--- src/rtl/instr_fetch_unit.sv ---
// Sequential instruction fetch: owns the PC, issues fetches, buffers returned words in a small FIFO.
// Fetched words become valid 2 cycles after issue. Decode stalls via ready_i; issue throttled by FIFO credits.
module instr_fetch_unit #(
  parameter int             AW       = 32,
  parameter logic [AW-1:0]  RESET_PC = '0,
  parameter int             DEPTH    = 4
) (
  input  logic                       clk_i,
  input  logic                       rst_i,
  output logic                       imem_req_o,
  output logic [AW-1:0]              imem_addr_o,
  input  logic [31:0]                imem_rdata_i,
  output logic [31:0]                instr_o,
  output logic [AW-1:0]              pc_o,
  output logic [6:0]                 instr_op_o,
  output logic                       valid_o,
  input  logic                       ready_i,
  input  logic                       redirect_i,
  input  logic [AW-1:0]              redirect_pc_i,
  output logic [$clog2(DEPTH):0]     count_o
);

  localparam int PW = $clog2(DEPTH);
  localparam int CW = PW + 1;

  typedef struct packed {
    logic [31:0]   instr;
    logic [AW-1:0] pc;
  } entry_t;

  entry_t          fifoMem [DEPTH];
  logic [PW-1:0]   rdPtr;
  logic [PW-1:0]   wrPtr;
  logic [CW-1:0]   count;
  logic [AW-1:0]   fetchPc;
  logic [AW-1:0]   inflightPc;
  logic            inflight;

  logic            headVld;
  logic            pop;
  logic            push;
  logic            issue;
  logic [CW:0]     slotsNeeded;

  always_comb begin
    headVld = (count != '0);
    pop     = headVld && ready_i && !redirect_i;
    // A redirect flushes the FIFO at this edge, so the returning word is dropped.
    push    = inflight && !redirect_i;
    // Occupancy after this edge plus the word a new request would bring back.
    slotsNeeded = {1'b0, count} - (CW+1)'(pop) + (CW+1)'(inflight) + (CW+1)'(1);
    issue   = rst_i && !redirect_i && (slotsNeeded <= (CW+1)'(DEPTH));
  end

  always_ff @(posedge clk_i) begin
    if (!rst_i) begin
      fetchPc    <= RESET_PC;
      inflight   <= 1'b0;
      inflightPc <= '0;
      rdPtr      <= '0;
      wrPtr      <= '0;
      count      <= '0;
    end else if (redirect_i) begin
      fetchPc  <= {redirect_pc_i[AW-1:2], 2'b00};
      inflight <= 1'b0;
      rdPtr    <= '0;
      wrPtr    <= '0;
      count    <= '0;
    end else begin
      inflight <= issue;
      if (issue) begin
        fetchPc    <= fetchPc + AW'(4);
        inflightPc <= fetchPc;
      end
      if (push) wrPtr <= wrPtr + PW'(1);
      if (pop)  rdPtr <= rdPtr + PW'(1);
      count <= count + CW'(push) - CW'(pop);
    end
  end

  // Storage needs no reset; occupancy alone decides what is visible.
  always_ff @(posedge clk_i) begin
    if (rst_i && push) fifoMem[wrPtr] <= '{instr: imem_rdata_i, pc: inflightPc};
  end

  always_comb begin
    imem_req_o  = issue;
    imem_addr_o = fetchPc;
    valid_o     = headVld;
    count_o     = count;
    instr_o     = headVld ? fifoMem[rdPtr].instr : '0;
    pc_o        = headVld ? fifoMem[rdPtr].pc    : '0;
    instr_op_o  = instr_o[6:0];
  end

endmodule

--- config.mk ---
export PLATFORM = sky130hd
export DESIGN_NAME = instr_fetch_unit
export DESIGN_NICKNAME = d
export VERILOG_FILES = /design/src/rtl/instr_fetch_unit.sv
export SDC_FILE = /design/constraint.sdc
export NUM_CORES = 1
export LEC_CHECK = 0
export BUFFER_PORTS_ARGS = -buffer_cell sky130_fd_sc_hd__buf_2
export CAP_MARGIN = 20
export CORE_MARGIN = 2
export CORE_UTILIZATION = 50
export CTS_CLUSTER_SIZE = 30
export DETAILED_ROUTE_END_ITERATION = 8
export GPL_TIMING_DRIVEN = 0
export PLACE_DENSITY = 0.71
export RECOVER_POWER = 100
export SYNTH_ARGS = -nofsm -noshare
export SYNTH_HDL_FRONTEND = slang
export SYNTH_SLANG_ARGS = --single-unit
--- constraint.sdc ---
create_clock -name clk_i -period 6.6 [get_ports clk_i]
set_clock_uncertainty 0.2 [all_clocks]
set_input_delay 0.66 -clock clk_i [delete_from_list [all_inputs] [get_ports clk_i]]
set_output_delay 0.66 -clock clk_i [all_outputs]
set_load 0.005 [all_outputs]
==> metrics.txt, run 1 <==
outcome=complete, but fails checks; violated checks=capacitance limit, slew limit; routed via count=7,491; Critical Path Fanout Max=10; post-synthesis sequential area ratio=69.0%; GRT Residual Overflow=0; Mapped Cells=810; RSZ-0062 raised after global routing=false; Die W=164 um; Final period util=84.2%; Post-synth EDFFs=248; CTS Buf Count=34; root buf cell=clkbuf_16; first-pass GRT wire length=41,200 um; Hold Path Class=in -> reg; most frequent CP cell=clkbuf_1; Sequential cell area=0.00885 mm2; endpoints failing setup=0; Hold Fails Final Rpt=0; worst skew pair latency=0.50 ns; critical path type=reg -> out; TNS Setup=0 ns; Rows=58; remaining antenna violation count=0; fin crit period=5.56 ns; Top Metal Used=met4; Synth Register Bits=318; multi-input combinational cell area=0.00363 mm2; Mapped Area=0.0128 mm2; DRT iter0 DRCs=557; Synth area leader=edfxtp_1; global-route usage over all layers=20.2%; R2R Path Start=count_o[1]; Final Slew Violations=172; residual DRC count=0; total wire length=26,400 um; crit path DAT=4.70 ns; R2R cell count=16; peak supply drop=0.180 mV; die area=0.0269 mm2; filler cell count=1,984; largest net degree at the start of global routing=59; Worst Hold Margin=0.209 ns; drt wl/cell=19.2 um; final setup margin=1.04 ns; leakage=0.00508 uW; Synth top area share=58.1%; drt first pass iters=5; most frequent cells in the layout=248 x edfxtp_1, 130 x clkbuf_1, 95 x nand2_1; layout cells sized above 1=21.7%; Max stage delay cell, worst path=clkbuf_1; total core area=0.0252 mm2; Worst Hold Endpoint=imem_addr_o[30]; clk buf depth=3; ranking of synthesized cells by area=edfxtp_1 58%, dfxtp_1 11%, mux4_2 11%; M1 wire length=11,300 um; Place WS=1.84 ns; antenna violations before repair=0; nets@finish=1,100; area grow syn2layout=17.7%; average size of a mapped cell=15.8 um2; Distinct cells, synth=54; Yosys warnings=0; post-DP HPWL=17,600 um; maximum clock rate=0.180 GHz; reg-to-reg endpoint=inflightPc[9]; met2 WL=12,600 um; Initial Utilization=50.9%; post-cts sizing count=0; Required @ worst endpoint=5.74 ns; CTS tree=built; clk sink count=318; CP Launch Type=register; Critical Path, Cell by Cell=or3_1 -> clkbuf_1 -> and3_1 -> clkbuf_1 -> inv_1 -> fa_1 -> ha_1 -> ha_1 -> or3b_1 -> a21o_1 -> clkbuf_1 -> clkinv_4 -> buf_6 -> buf_4 -> clkbuf_1; CTS clock-pin slew for the worst setup and hold paths=0.05 ns; hold path start=redirect_pc_i[30]; Worst-Margin Slew=3.74 ns; I/O Buffers=168; setup bufs post-CTS=0; CP peak stage delay=0.56 ns; PD cells=280 mW/mm2; I/O pin total=176; die span in y=164 um; relative slew slack=-150%; htree depth=2; critical path endpoint category=output port; hold buffer count at cts=0; r2r setup slk=1.84 ns; WL met3=1940 um; post-synthesis async set-or-reset flop share=0%; # diodes=0; Main synth FF type=edfxtp_1; Max Cap Violations=4; vias in the first global route=7,520; via/cell ratio=5.44; Routability Congestion=0.903; Cells on Worst Hold Path=3; commonest non-fill, non-tap cell in the layout=edfxtp_1
==> worst max-delay path: cells and delay by family, from the launching register on <==
family,cells,cell delay (ns)
AOI/OAI and AO/OA,1,0.21
adders and majority gates,3,0.84
buffers and inverters,8,1.86
DFF,1,0.41
and+or+nand+nor,3,0.85
==> worst max path at each step <==
stage,startpoint,endpoint,slack (ns),cells past startpoint
6_report,count_o[1],imem_req_o,1.04,15
5_1_grt,count_o[1],imem_req_o,0.72,15
4_1_cts,count_o[1],imem_req_o,1.27,15
3_5_place_dp,count_o[1],imem_req_o,1.84,15
3_3_place_gp,rst_i,fifoMem[0][60],1.86,3
2_1_floorplan,count_o[1],imem_req_o,2.78,14
==> report_power, final <==
group / switching, uW / internal, uW
clock: 734 / 1120
combinational: 86.3 / 64.6
sequential: 34.7 / 2180
==> metrics by stage <==
step / total power [uW] / cells / utilization [%] / cell area [um2]
floorplan: 2330 / 813 / - / 12800
finish: 4220 / 1377 / 59.9 / 15100
global placement: 2410 / 1311 / 55.9 / 14100
detailed placement: 2410 / 1315 / 56.4 / 14200
global route: 4360 / 1377 / 59.9 / 15100
CTS: 4270 / 1377 / 60.8 / 15300
==> synth_stat cells, types with 8 or more instances <==
master      n
buf_4      14
and2_1     68
ha_1        9
clkbuf_1   31
o21a_1      8
edfxtp_1  248
nand4_1    19
nor2_1     11
buf_2       9
nand2_1    94
and3_1     13
nand3_1    12
a21oi_1     9
mux4_2     62
xnor2_1    10
o21ai_0    22
dfxtp_1    70
a21boi_0   31
inv_1      10
xor2_1     13
==> per-layer routing <==
layer | GRT usage (%) | vias up
li1 | - | 3489
met3 | 3.91 | 48
met4 | 6.02 | 0
met5 | 0 | -
met2 | 33.1 | 294
met1 | 27.6 | 3660
==> cell families (layout without fill, tap and decap cells) <==
logic type / after synthesis / count (layout) / synth area share (%)
mux: 65 / 65 / 11.1
buf+inv: 67 / 301 / 2.62
xor+xnor: 23 / 23 / 1.57
simple gates: 235 / 235 / 9.58
fa+ha+maj: 11 / 11 / 1.19
compound gates: 90 / 90 / 4.83
flops: 318 / 318 / 69.0
other cells: 1 / 4 / 0.0293
==> flip-flops by register name (all words and copies together), names as in the netlist, named ones only <==
register     flops
count_o          3
rdPtr            2
inflight         1
wrPtr            2
imem_addr_o     30
inflightPc      30
fifoMem        248
==> cell type report <==
type / count / area share [%]
plain buffers: 56 / 1.75
inverters: 11 / 0.307
clock buffers: 44 / 6.45
clock inverters: 18 / 1.00
repair buffers: 172 / 5.02
multi-input cells: 428 / 24.1
well taps: 330 / 2.74
flip-flops and latches: 318 / 58.7
Power figures use the tool's default switching activity.
==> run 2, diff against run 1 <==
==> constraint.sdc (replaced) <==
create_clock -name clk_i -period 5.2 [get_ports clk_i]
set_clock_uncertainty 0.2 [all_clocks]
set_input_delay 0.52 -clock clk_i [delete_from_list [all_inputs] [get_ports clk_i]]
set_output_delay 0.52 -clock clk_i [all_outputs]
set_load 0.005 [all_outputs]
==> run 2 against run 1 <==
Effect of this change:
- the flow still finishes with violations (capacitance limit, slew limit)
- global-route usage did not move
- register-to-register slack worse by 0.92 ns
- cell count about the same
- combinational power grew 27%
- first-iteration DRC count grew 1.3%
- worst hold slack got worse by 0.14 ns
- critical endpoint unchanged
==> metrics.txt, run 2 (synthesized netlist as in run 1, its figures left out) <==
crit path DAT=4.23 ns (was 4.70 ns); remaining antenna violation count=0 (unchanged); post-cts sizing count=0 (unchanged); M1 GR Usage=27.6% (unchanged); Hold Fails Final Rpt=0 (unchanged); Final Slew Violations=172 (unchanged); Int Power=4270 uW (was 3370 uW); worst skew pair latency=0.50 ns (about the same); GRT busiest layer=met2 (unchanged); drt first pass iters=5 (unchanged); peak supply drop=0.228 mV (was 0.180 mV); I/O pin total=176 (unchanged); Worst-Margin Slew=2.51 ns (was 3.74 ns); PD cells=355 mW/mm2 (was 280 mW/mm2); die span in y=164 um (unchanged); clk sink count=318 (unchanged); fin crit period=4.95 ns; area grow syn2layout=17.7% (about the same); total core area=0.0252 mm2 (unchanged); Worst Hold Endpoint=imem_addr_o[30] (unchanged); endpoints failing setup=0 (unchanged); Routability Congestion=0.903 (unchanged); die area=0.0269 mm2 (unchanged); met3 Use GR=3.91% (unchanged); Rows=58 (unchanged); outcome=complete, but fails checks (unchanged); CTS clock-pin slew for the worst setup and hold paths=0.05 ns (about the same); Area after DPL=0.0142 mm2 (unchanged); hold path start=redirect_pc_i[30] (unchanged); total wire length=26,300 um (was 26,400 um); DRT iter0 DRCs=564 (was 557); clock share of power=44.0% (about the same); r2r setup slk=0.92 ns (was 1.84 ns); drt wl/cell=19.1 um (was 19.2 um); critical path endpoint category=output port (unchanged); clk buf depth=3 (unchanged); TNS Setup=0 ns (unchanged); layout cells sized above 1=22.0% (was 21.7%); largest net degree at the start of global routing=59 (unchanged); via/cell ratio=5.44 (about the same); R2R Path Start=count_o[1] (unchanged); htree depth=2 (unchanged); critical path type=reg -> out (unchanged); leakage=0.00509 uW (was 0.00508 uW); number of flip-flops in the largest register=248 (unchanged); setup bufs post-CTS=0 (unchanged); vias in the first global route=7,520 (unchanged); relative slew slack=-67.5% (was -150%); violated checks=capacitance limit, slew limit (unchanged); I/O Buffers=168 (unchanged); nets@finish=1,099 (was 1,100); Place WS=0.576 ns (was 1.84 ns); sw frac=20.2% (was 20.3%); CTS Buf Count=34 (unchanged); residual DRC count=0 (unchanged); Largest Register=fifoMem (unchanged); # diodes=0 (unchanged); Max Cap Violations=4 (unchanged); antenna violations before repair=0 (unchanged); power share of the combinational group=3.6% (about the same); most frequent cells in the layout=248 x edfxtp_1, 127 x clkbuf_1, 95 x nand2_1 (was 248 x edfxtp_1, 130 x clkbuf_1, 95 x nand2_1); hold buffer count at cts=0 (unchanged); Net Switching=1080 uW (was 855 uW); final setup margin=0.252 ns (was 1.04 ns); GRT Residual Overflow=0 (unchanged); first-pass GRT wire length=41,200 um (unchanged); reg-to-reg endpoint=inflightPc[14] (was inflightPc[9]); commonest non-fill, non-tap cell in the layout=edfxtp_1 (unchanged); overall power=5360 uW (was 4220 uW); R2R cell count=15 (was 16); CTS tree=built (unchanged); design area=0.0151 mm2 (about the same); Hold Path Class=in -> reg (unchanged); root buf cell=clkbuf_16 (unchanged); Reg power frac=52.4% (about the same); CP Launch Type=register (unchanged); Final period util=95.2%; CP Launch Point=count_o[1] (unchanged); global-route usage over all layers=20.2% (unchanged); GRT met2 Usage=33.1% (unchanged); routed via count=7,489 (was 7,491); RSZ-0062 raised after global routing=false (unchanged); Initial Utilization=50.9% (unchanged); Critical Path Fanout Max=10 (unchanged); Die W=164 um (unchanged); Cells on Worst Hold Path=3 (unchanged); maximum clock rate=0.202 GHz; Required @ worst endpoint=4.48 ns (was 5.74 ns); post-DP HPWL=17,600 um (unchanged)
## run 2: cell count changes in the layout (fill, tap and decap cells not counted), sizes merged
cell    delta
buf        +1
clkbuf     -2
## run 2: power by group through the flow
stage | combinational (uW) | sequential (uW) | clock [uW]
final | 192 | 2810 | 2360
after global routing | 216 | 2810 | 2510
after CTS | 205 | 2810 | 2410
after detailed placement | 204 | 2860 | 0
after global placement | 198 | 2860 | 0
after floorplan | 106 | 2850 | 0
## run 2: area by class of cell
type,instances,area (um2)
buffer,55,268
clock buffer,44,972
clock inverter,18,151
fill,1983,10100
inverter,11,46.3
multi-input combinational,428,3630
sequential,318,8850
tap,330,413
timing repair buffer,172,758
## run 2: worst max-delay path by stage
stage                          end  slack, ns
floorplan               imem_req_o       1.52
global placement    fifoMem[0][60]       0.60
detailed placement      imem_req_o       0.58
CTS                     imem_req_o      0.007
global route            imem_req_o       0.01
finish                  imem_req_o       0.25
## run 2: metrics by stage
step	instances	utilization [%]	hold slack, ns
finish	1376	59.9	0.0688
detailed placement	1315	56.4	0.296
floorplan	813	-	0.260
global route	1376	59.9	0.0717
global placement	1311	55.9	0.278
CTS	1377	60.8	0.00633
## run 2: routing by layer
layer  routed length (um)  vias up
met2                12600      296
met4                  561        0
met3                 1970       42
met5                    0        -
li1                     -     3489
met1                11200     3662
## run 2: critical path: stages (launching register included)
cell      delay (ns)
dfxtp_1         0.41
or3_1           0.53
and3_1          0.24
clkbuf_1        0.26
inv_1           0.09
fa_1            0.37
ha_1            0.19
ha_1            0.28
or3b_4          0.41
a21o_1          0.20
buf_6           0.14
clkinv_4        0.08
buf_6           0.14
buf_4           0.19
clkbuf_1        0.16
==> run 3, diff against run 2 <==
--- a/config.mk
+++ b/config.mk
@@ -6,9 +6,9 @@
 export NUM_CORES = 1
 export LEC_CHECK = 0
 export BUFFER_PORTS_ARGS = -buffer_cell sky130_fd_sc_hd__buf_2
-export CAP_MARGIN = 20
-export CORE_MARGIN = 2
+export CORE_MARGIN = 3
 export CORE_UTILIZATION = 50
+export CTS_BUF_LIST = sky130_fd_sc_hd__clkbuf_4 sky130_fd_sc_hd__clkbuf_8 sky130_fd_sc_hd__clkbuf_16
 export CTS_CLUSTER_SIZE = 30
 export DETAILED_ROUTE_END_ITERATION = 8
 export GPL_TIMING_DRIVEN = 0
==> run 3 against run 2 <==
Effect of this change:
- the flow still finishes with violations (capacitance limit, slew limit)
- critical endpoint unchanged
- critical path type unchanged
- register-to-register slack improved by 0.04 ns
- worst setup slack improved by 0.025 ns
- cell count is 0.65% lower
- via count decreased by 0.61%
- utilization increased by 1.1 points
- count of clock-buffer cells in the layout did not move
- global-route usage decreased by 0.67 points
- fmax grew 0.51%
- clock power about the same
- flip-flop and latch count unchanged
- combinational power about the same
- first-iteration DRC count grew 3.9%
==> metrics.txt, run 3 (synthesized netlist as in run 1, its figures left out) <==
clk sink count=318 (unchanged); most frequent cells in the layout=248 x edfxtp_1, 112 x clkbuf_1, 95 x nand2_1, 95 x buf_2, 70 x dfxtp_1 (was 248 x edfxtp_1, 127 x clkbuf_1, 95 x nand2_1); Critical Path Fanout Max=10 (unchanged); largest net degree at the start of global routing=58 (was 59); crit path DAT=4.20 ns (was 4.23 ns); r2r setup slk=0.96 ns (was 0.92 ns); M1 wire length=11,500 um (was 11,200 um); violated checks=capacitance limit, slew limit (unchanged); GRT Residual Overflow=0 (unchanged); hold buffer count at cts=0 (unchanged); CTS tree=built (unchanged); peak supply drop=0.269 mV (was 0.228 mV); Initial Utilization=51.8% (was 50.9%); Die W=166 um (was 164 um); met2 WL=12,800 um (was 12,600 um); critical path type=reg -> out (unchanged); sw frac=19.9% (was 20.2%); Routability Congestion=0.928 (was 0.903); first-pass GRT wire length=43,000 um (was 41,200 um); die area=0.0276 mm2 (was 0.0269 mm2); vias in the first global route=7,736 (was 7,520); outcome=complete, but fails checks (unchanged); leakage=0.00513 uW (was 0.00509 uW); post-DP HPWL=17,400 um (was 17,600 um); WL met3=1830 um (was 1970 um); layout cells sized above 1=23.1% (was 22.0%); setup bufs post-CTS=0 (unchanged); drt first pass iters=5 (unchanged); antenna violations before repair=0 (unchanged); Net Switching=1070 uW (was 1080 uW); Worst-Margin Slew=1.71 ns (was 2.51 ns); root buf cell=clkbuf_16 (unchanged); Max Cap Violations=4 (unchanged); Top Metal Used=met4 (unchanged); htree depth=2 (unchanged); I/O Buffers=168 (unchanged); total wire length=26,600 um (was 26,300 um); Final period util=94.7% (was 95.2%); routed via count=7,443 (was 7,489); fin crit period=4.92 ns (was 4.95 ns); PD cells=356 mW/mm2 (was 355 mW/mm2); residual DRC count=0 (unchanged); TNS Setup=0 ns (unchanged); Worst Hold Margin=0.0590 ns (was 0.0688 ns); Int Power=4310 uW (was 4270 uW); CTS clock-pin slew for the worst setup and hold paths=0.06 ns (was 0.05 ns); Final Slew Violations=232 (was 172); worst skew pair latency=0.50 ns (about the same); Largest Register=fifoMem (unchanged); # diodes=0 (unchanged); nets@finish=1,099 (unchanged); relative slew slack=-14.3% (was -67.5%); Hold Path Class=in -> reg (unchanged); Required @ worst endpoint=4.48 ns (about the same); Rows=57 (was 58); CP Launch Type=register (unchanged); area grow syn2layout=17.8% (was 17.7%); I/O pin total=176 (unchanged); critical path endpoint category=output port (unchanged); clock share of power=44.2% (was 44.0%); via/cell ratio=5.44 (about the same); CTS Buf Count=34 (unchanged); power share of the combinational group=3.6% (about the same); total core area=0.0247 mm2 (was 0.0252 mm2); global-route usage over all layers=19.5% (was 20.2%); Hold Fails Final Rpt=0 (unchanged); remaining antenna violation count=0 (unchanged); commonest non-fill, non-tap cell in the layout=edfxtp_1 (unchanged); RSZ-0062 raised after global routing=false (unchanged); endpoints failing setup=0 (unchanged); die span in y=166 um (was 164 um); number of flip-flops in the largest register=248 (unchanged); DRT iter0 DRCs=586 (was 564); clk buf depth=3 (unchanged); Reg power frac=52.2% (was 52.4%); drt wl/cell=19.4 um (was 19.1 um); maximum clock rate=0.203 GHz (was 0.202 GHz)
==> run 3: metrics by stage <==
step | power, uW | util, % | instance area [um2] | setup slack, ns | std cells
2_1_floorplan | 2950 | - | 12800 | 1.52 | 813
3_3_place_gp | 3060 | 56.9 | 14100 | 0.551 | 1305
3_5_place_dp | 3060 | 57.4 | 14200 | 0.548 | 1309
4_1_cts | 5450 | 61.9 | 15300 | 0.187 | 1367
5_1_grt | 5580 | 61.0 | 15100 | 0.0307 | 1367
6_report | 5380 | 61.0 | 15100 | 0.277 | 1367
==> run 3: power groups by stage <==
| stage | clock network, uW | registers (uW) | logic (uW) |
|---|---|---|---|
| after global routing | 2550 | 2810 | 216 |
| after global placement | 0 | 2860 | 199 |
| final | 2380 | 2810 | 192 |
| after CTS | 2440 | 2810 | 205 |
| after floorplan | 0 | 2850 | 106 |
| after detailed placement | 0 | 2860 | 204 |
==> run 3: critical path, cell delays in order (launching register included) <==
cell and delay, ns:
dfxtp_1 0.43, or3_1 0.51, and3_1 0.23, clkbuf_1 0.27
inv_1 0.09, fa_1 0.37, ha_1 0.19, ha_1 0.27
or3b_4 0.41, a21o_1 0.20, buf_6 0.15, clkinv_4 0.07
buf_6 0.14, buf_4 0.20, clkbuf_1 0.14
==> run 3: layer usage <==
metal  vias up  track usage, %
met4         0            4.81
met3        45            3.88
met1      3664            27.4
met2       274            31.8
li1       3460               -
met5         -               0
==> run 3: worst paths after layout <==
kind | from | to | depth (start not counted)
max | count_o[1] | imem_req_o | 14
min | redirect_pc_i[30] | imem_addr_o[30] | 3
max reg2reg | count_o[1] | inflightPc[2] | 15
min reg2reg | inflightPc[12] | fifoMem[0][12] | 0
==> run 3: cell type report <==
class,count,area (um2)
well taps,324,405
flip-flops and latches,318,8850
fillers,1894,9650
multi-input cells,428,3640
inverters,11,46.3
plain buffers,55,268
clock inverters,15,156
repair buffers,172,771
clock buffers,44,968
==> run 3: timing repair <==
item                                    4_1_cts  5_1_grt
hold endpoints to repair                      0        0
resized for setup                             0        0
endpoints found under the setup margin        1        0
